===== src/rtl/vga_timing_pkg.sv =====
// Shared frame geometry, expected frame periods and controller state encoding
// for the video mode controller.
package vga_timing_pkg;

  localparam int unsigned H_TOTAL_SPECTRUM = 896;
  localparam int unsigned H_TOTAL_PROFI    = 768;
  localparam int unsigned V_TOTAL_640      = 640;
  localparam int unsigned V_TOTAL_624      = 624;

  localparam int unsigned PERIOD_PROFI_SC  = H_TOTAL_PROFI    * V_TOTAL_640;  // 491520
  localparam int unsigned PERIOD_PROFI_DC  = H_TOTAL_PROFI    * V_TOTAL_624;  // 479232
  localparam int unsigned PERIOD_CLASSIC   = H_TOTAL_SPECTRUM * V_TOTAL_624;  // 559104
  localparam int unsigned PERIOD_PENTAGON  = H_TOTAL_SPECTRUM * V_TOTAL_640;  // 573440

  localparam int unsigned CNT_W = 20;
  localparam logic [CNT_W-1:0] CNT_MAX = '1;

  typedef enum logic [1:0] {
    ST_NOSYNC  = 2'd0,
    ST_MEASURE = 2'd1,
    ST_LOCKED  = 2'd2
  } vga_state_e;

  typedef struct packed {
    logic       ds80;
    logic [1:0] screen_mode;
  } vga_mode_t;

  // Profi 80-column mode takes precedence over the spectrum timing select.
  function automatic logic [CNT_W-1:0] mode_period(
    input vga_mode_t        m,
    input bit               single_clock,
    input logic [CNT_W-1:0] p_sc,
    input logic [CNT_W-1:0] p_dc,
    input logic [CNT_W-1:0] p_cl,
    input logic [CNT_W-1:0] p_pe
  );
    if (m.ds80)                    return single_clock ? p_sc : p_dc;
    else if (m.screen_mode == 2'b01) return p_cl;
    else                           return p_pe;
  endfunction

endpackage


===== src/rtl/vga_period_meter.sv =====
// Frame-start edge detector plus saturating period counter and no-signal timeout.
module vga_period_meter
  import vga_timing_pkg::*;
#(
  parameter int unsigned TIMEOUT_CLKS = 1048575
) (
  input  logic             clk,
  input  logic             reset,
  input  logic             pix_start,
  output logic             frame_edge,
  output logic [CNT_W-1:0] period,
  output logic             timeout,
  output logic             saturated
);

  localparam logic [CNT_W-1:0] TMO = CNT_W'(TIMEOUT_CLKS);

  logic s1, s2;
  logic [CNT_W-1:0] cnt;

  // The strobe is registered so the FSM sees a clean one-cycle pulse; the
  // counter restarts on the same pulse, so a steady source of period P
  // reads back exactly P at the next strobe.
  always_ff @(posedge clk) begin
    if (reset) begin
      s1         <= 1'b0;
      s2         <= 1'b0;
      frame_edge <= 1'b0;
      cnt        <= '0;
    end else begin
      s1         <= pix_start;
      s2         <= s1;
      frame_edge <= s1 & ~s2;
      if (frame_edge)          cnt <= CNT_W'(1);
      else if (cnt != CNT_MAX) cnt <= cnt + CNT_W'(1);
    end
  end

  assign period    = cnt;
  assign timeout   = (cnt == TMO);
  assign saturated = (cnt == CNT_MAX);

endmodule


===== src/rtl/vga_mode_ctrl.sv =====
// Frame-level mode controller: measures the frame period, locks onto the applied
// mode and applies requested ds80/screen_mode changes only on frame boundaries.
module vga_mode_ctrl
  import vga_timing_pkg::*;
#(
  parameter bit          SINGLE_CLOCK  = 1'b0,
  parameter int unsigned SETTLE_FRAMES = 2,
  parameter int unsigned TOL           = 16,
  parameter int unsigned TIMEOUT_CLKS  = 1048575,
  // Expected periods default to the real geometry; small values allow
  // scaled-down frames for fast bring-up.
  parameter int unsigned P_PROFI_SC    = PERIOD_PROFI_SC,
  parameter int unsigned P_PROFI_DC    = PERIOD_PROFI_DC,
  parameter int unsigned P_CLASSIC     = PERIOD_CLASSIC,
  parameter int unsigned P_PENTAGON    = PERIOD_PENTAGON
) (
  input  logic             clk,
  input  logic             reset,
  input  logic             ds80_in,
  input  logic [1:0]       screen_mode_in,
  input  logic             pix_start,
  output logic             ds80_out,
  output logic [1:0]       screen_mode_out,
  output logic             mode_apply,
  output logic             force_blank,
  output logic             locked,
  output logic             no_signal,
  output logic [CNT_W-1:0] frame_len
);

  localparam logic [3:0]  SETTLE_V = 4'(SETTLE_FRAMES);
  localparam logic [20:0] TOL_V    = 21'(TOL);

  logic             frame_edge, timeout, saturated;
  logic [CNT_W-1:0] period;

  vga_period_meter #(.TIMEOUT_CLKS(TIMEOUT_CLKS)) u_meter (
    .clk        (clk),
    .reset      (reset),
    .pix_start  (pix_start),
    .frame_edge (frame_edge),
    .period     (period),
    .timeout    (timeout),
    .saturated  (saturated)
  );

  vga_state_e       state, state_n;
  logic [3:0]       match_cnt, match_cnt_n, mc_inc;
  vga_mode_t        mode_q, mode_n, req;
  logic             apply_n;
  logic [CNT_W-1:0] frame_len_n;

  logic [CNT_W-1:0]  exp_len;
  logic signed [20:0] diff;
  logic [20:0]       adiff;
  logic              match, pending;

  assign req     = '{ds80: ds80_in, screen_mode: screen_mode_in};
  assign pending = (req != mode_q);
  assign mc_inc  = match_cnt + 4'd1;

  assign exp_len = mode_period(mode_q, SINGLE_CLOCK, CNT_W'(P_PROFI_SC), CNT_W'(P_PROFI_DC),
                               CNT_W'(P_CLASSIC), CNT_W'(P_PENTAGON));

  // A saturated counter never matches, whatever the tolerance.
  always_comb begin
    diff  = $signed({1'b0, period}) - $signed({1'b0, exp_len});
    adiff = diff[20] ? 21'(-diff) : 21'(diff);
    match = ~saturated && (adiff <= TOL_V);
  end

  always_comb begin
    state_n     = state;
    match_cnt_n = match_cnt;
    mode_n      = mode_q;
    apply_n     = 1'b0;
    frame_len_n = frame_len;
    case (state)
      ST_NOSYNC: begin
        // Without a frame reference there is nothing to tear; apply at once.
        if (pending) begin
          mode_n  = req;
          apply_n = 1'b1;
        end
        if (frame_edge) begin
          state_n     = ST_MEASURE;
          match_cnt_n = '0;
        end
      end
      default: begin
        if (frame_edge) begin
          frame_len_n = period;
          if (pending) begin
            // The period that just ended belongs to the old mode: skip it.
            mode_n      = req;
            apply_n     = 1'b1;
            state_n     = ST_MEASURE;
            match_cnt_n = '0;
          end else if (!match) begin
            state_n     = ST_MEASURE;
            match_cnt_n = '0;
          end else if (state == ST_MEASURE) begin
            match_cnt_n = mc_inc;
            if (mc_inc >= SETTLE_V) state_n = ST_LOCKED;
          end
        end else if (timeout) begin
          state_n     = ST_NOSYNC;
          match_cnt_n = '0;
        end
      end
    endcase
  end

  always_ff @(posedge clk) begin
    if (reset) begin
      state      <= ST_NOSYNC;
      match_cnt  <= '0;
      mode_q     <= '0;
      mode_apply <= 1'b0;
      frame_len  <= '0;
    end else begin
      state      <= state_n;
      match_cnt  <= match_cnt_n;
      mode_q     <= mode_n;
      mode_apply <= apply_n;
      frame_len  <= frame_len_n;
    end
  end

  assign ds80_out        = mode_q.ds80;
  assign screen_mode_out = mode_q.screen_mode;
  assign locked          = (state == ST_LOCKED);
  assign force_blank     = ~locked;
  assign no_signal       = (state == ST_NOSYNC);

endmodule


===== config.mk =====
export PLATFORM = sky130hd
export DESIGN_NAME = vga_mode_ctrl
export DESIGN_NICKNAME = d
export VERILOG_FILES = /design/src/rtl/vga_timing_pkg.sv /design/src/rtl/vga_period_meter.sv /design/src/rtl/vga_mode_ctrl.sv
export SDC_FILE = /design/constraint.sdc
export NUM_CORES = 1
export LEC_CHECK = 0
export ABC_CLOCK_PERIOD_IN_PS = 7400
export CAP_MARGIN = 20
export CORE_MARGIN = 5
export CORE_UTILIZATION = 40
export DETAILED_ROUTE_END_ITERATION = 8
export GPL_ROUTABILITY_DRIVEN = 0
export HOLD_SLACK_MARGIN = 0.08
export SLEW_MARGIN = 10
export SYNTH_ARGS = -nofsm -noshare
export SYNTH_HDL_FRONTEND = slang
export SYNTH_SLANG_ARGS = --single-unit

===== constraint.sdc =====
create_clock -name clk -period 7.4 [get_ports clk]
set_input_delay 1.85 -clock clk [delete_from_list [all_inputs] [get_ports clk]]
set_output_delay 1.85 -clock clk [all_outputs]
set_load 0.02 [all_outputs]

==> results.md <==
- Outcome: completed
- Fmax: 274.2 MHz
- Clk pwr share: 30.7%
- XOR/XNOR Fraction of Synth Area: 6.594%
- Total power density per cell area: 150.6 nW/um^2
- Core footprint: 8134 sq um
- Post-Synth Simple-Gate Area: 30.56%
- Vias in the first global route: 3,008
- Final net count: 469
- Critical path data required time: between 7 and 8 ns
- Clock sinks: 53
- Post-cts gate resize count: 0
- Via-to-Cell Ratio: ~5.6
- Peak supply drop: ~78 uV
- Skew-Pair Late Insertion Delay: between 0.3 and 0.4 ns
- # diodes: 0
- Gr ovfl total: 0
- Mux contribution to synthesized area: 0%
- EDFF count, synth: 0
- RSZ-0062 raised after global routing: no
- Commonest non-fill, non-tap cell in the layout: nand2_1
- Sequential area share after synthesis: 31.95%
- Fin. max-slew vios: 0
- Final core occ: 46.79%
- Rel. slew slack: 56.65%
- Leakage: 1.332 nW
- Critical Path Start Type: flop
- Post-Synth Adder-Cell Area: 5.501%
- DP HPWL: 6274 um
- Int Power: 0.4025 mW
- Pin count of the biggest net entering global routing: 35
- WL/cell: between 15 and 20 um
- Initial antenna violation count: 0
- Row count: 33
- Crit share post-route: 49.28%
- Layout cells sized above 1: 6.444%
- Drt pass-1 iters: 4
- Sw frac: 29.77%
- Setup TNS Final: 0 ns
- IO Count: 33
- Tightest Pin Transition: approximately 0.65 ns
- Final hold vios: 0
- Crit Path Class: flop to flop
- Routed Antenna Nets: 0
- WP data arrival: 3.90 ns
- YS warnings: 0
- Main combinational cell family by area after synthesis: simple AND/OR/NAND/NOR gates
- Number of CTS-inserted buffers: 5
- FILL cells: 822
- Hold Crit Class: flop to flop
- Critical Path Sink Type: flop
- Unique cell type count in the Yosys netlist: 66
- Iteration-0 DRC count of the detailed router: 157
- First-pass GRT wire length: 14,270 um
- Area Growth Syn to Fin: 14.62%
- Bufs on Longest Clock Path: 2
- Initial Util: 40.82%
- Root Buffer: clkbuf_8
- Avg Inst Size Synth: 7.741 sq um
- Worst-path maximum fanout: 9
- Comb pwr share: 17.6%
- Tmin final: ~3.6 ns
- Layout Skew: 0.01560 ns
- #FFs+latches synth: 53
- Setup-failing EPs final: 0
- Synth Area in Compound Gates: 21.06%
- Clock Pin Slew Worst Setup and Hold Paths: 0.11 ns
- Seq pwr share: between 50% and 60%
- Global Route Usage Sum: between 15 and 20%
- Setup bufs post-CTS: 0
- Post-Syn Area: 3321 sq um
- Net Switching: 0.1706 mW
- Die Y: 101.1 um
- Ys flop type: dfxtp_1
- Port bufs: 32
- Die Width: ~100 um
- FFs w/ async S/R, synth: 0%
- Commonest non-fill, non-tap cells in the layout: nand2_1, dfxtp_1, a21oi_1, nor2_1, clkdlybuf4s50_1
- Mapped Cells: 429
- DRC Markers: 0
- Vias: 3,104
- Syn Nets: 449
- CTS tree: built
- Final WL: 8477 um
- # hold bufs at CTS: 0
- Die area: around 10,000 sq um
- Max cap viols: 0
- H-tree Lvls: 2
[final timing paths]
kind                         start  slack (ns)  cells past startpoint                            end
min          u_meter.s2$_SDFF_PP0_        0.39                      1  u_meter.frame_edge$_SDFF_PP0_
max          ds80_out$_SDFFE_PP0P_        3.75                     12          state[1]$_SDFFE_PP0P_
min reg2reg  u_meter.s2$_SDFF_PP0_        0.39                      1  u_meter.frame_edge$_SDFF_PP0_
max reg2reg  ds80_out$_SDFFE_PP0P_        3.75                     12          state[1]$_SDFFE_PP0P_
[cells in the mapped netlist, types with 4 or more instances]
library cell | instances | share of area [%]
nor3b_1 | 8 | 1.8
xnor2_1 | 16 | 4.2
or3_1 | 5 | 0.94
nand2_1 | 68 | 7.7
o21ai_0 | 11 | 1.7
nand3_1 | 12 | 1.8
nor3_1 | 12 | 1.8
a311oi_1 | 5 | 1.3
dfxtp_1 | 53 | 32
nand2b_1 | 5 | 0.94
or2_2 | 4 | 0.75
a21o_1 | 4 | 0.90
nor2b_1 | 7 | 1.3
nand4_1 | 7 | 1.3
inv_1 | 14 | 1.6
clkbuf_1 | 18 | 2.0
buf_2 | 4 | 0.60
ha_1 | 13 | 4.9
and3_1 | 8 | 1.5
a21oi_1 | 45 | 6.8
nor4_1 | 7 | 1.3
a211oi_1 | 5 | 1.1
xor2_1 | 9 | 2.4
nor2_1 | 35 | 4.0
[layer usage]
layer	track usage, %	wire length [um]
met5	0	0
met4	6.544	213
met3	2.837	309
met2	27.87	3902
met1	22.56	4052
[cell families (layout without fill, tap and decap cells)]
logic type / after synthesis / in the layout
buffers and inverters: 37 / 58
AO/OA/AOI/OAI: 104 / 104
AND/OR/NAND/NOR: 196 / 196
adder cells (fa/ha/maj): 14 / 14
flip-flops: 53 / 53
XOR/XNOR: 25 / 25
[power groups by stage]
stage               Clock, mW  Combinational, mW  Sequential, mW
global route            0.197              0.112           0.297
CTS                     0.184              0.100           0.296
global placement            0             0.0994           0.303
finish                  0.176              0.101           0.296
detailed placement          0              0.100           0.303
floorplan                   0             0.0750           0.302
[sequential cells by signal, indices dropped and copies added (netlist names)]
register,cells
frame_len,20
mode_apply,1
ds80_out,1
u_meter.s1,1
match_cnt,4
u_meter.s2,1
state,2
u_meter.period,20
u_meter.frame_edge,1
screen_mode_out,2
[through the flow]
step	std cells	hold WS [ns]	instance area, sq um	total power [mW]	worst slack, ns
6_report	555	0.3932	3806	0.5731	3.753
5_1_grt	555	0.4088	3806	0.6058	3.467
4_1_cts	554	0.3941	3801	0.5804	3.761
3_5_place_dp	546	0.3750	3704	0.4027	3.482
3_3_place_gp	546	0.3734	3704	0.4020	3.543
2_1_floorplan	429	0.3674	3321	0.3768	4.131
[worst max-delay path: stages, from the launching register on]
cell      delay [ns]
dfxtp_1         0.59
nor3b_1         0.14
ha_1            0.23
fa_1            0.59
and4bb_2        0.28
nand2_1         0.06
a211o_1         0.33
a211oi_1        0.34
o311ai_1        0.17
nor4_1          0.36
nand4b_2        0.20
o21a_1          0.21
nor3_2          0.08
[area by class of cell]
class                   count  area [sq um]  share of cell area [%]
multi-input cells         339          2116                   55.59
flip-flops and latches     53          1061                   27.88
repair buffers             36         347.8                   9.139
well taps                 105         131.4                   3.452
clock buffers               5         68.82                   1.808
inverters                  14         52.55                   1.381
clock inverters             3         28.78                  0.7561
No activity file was read; power rests on OpenSTA's default activity.
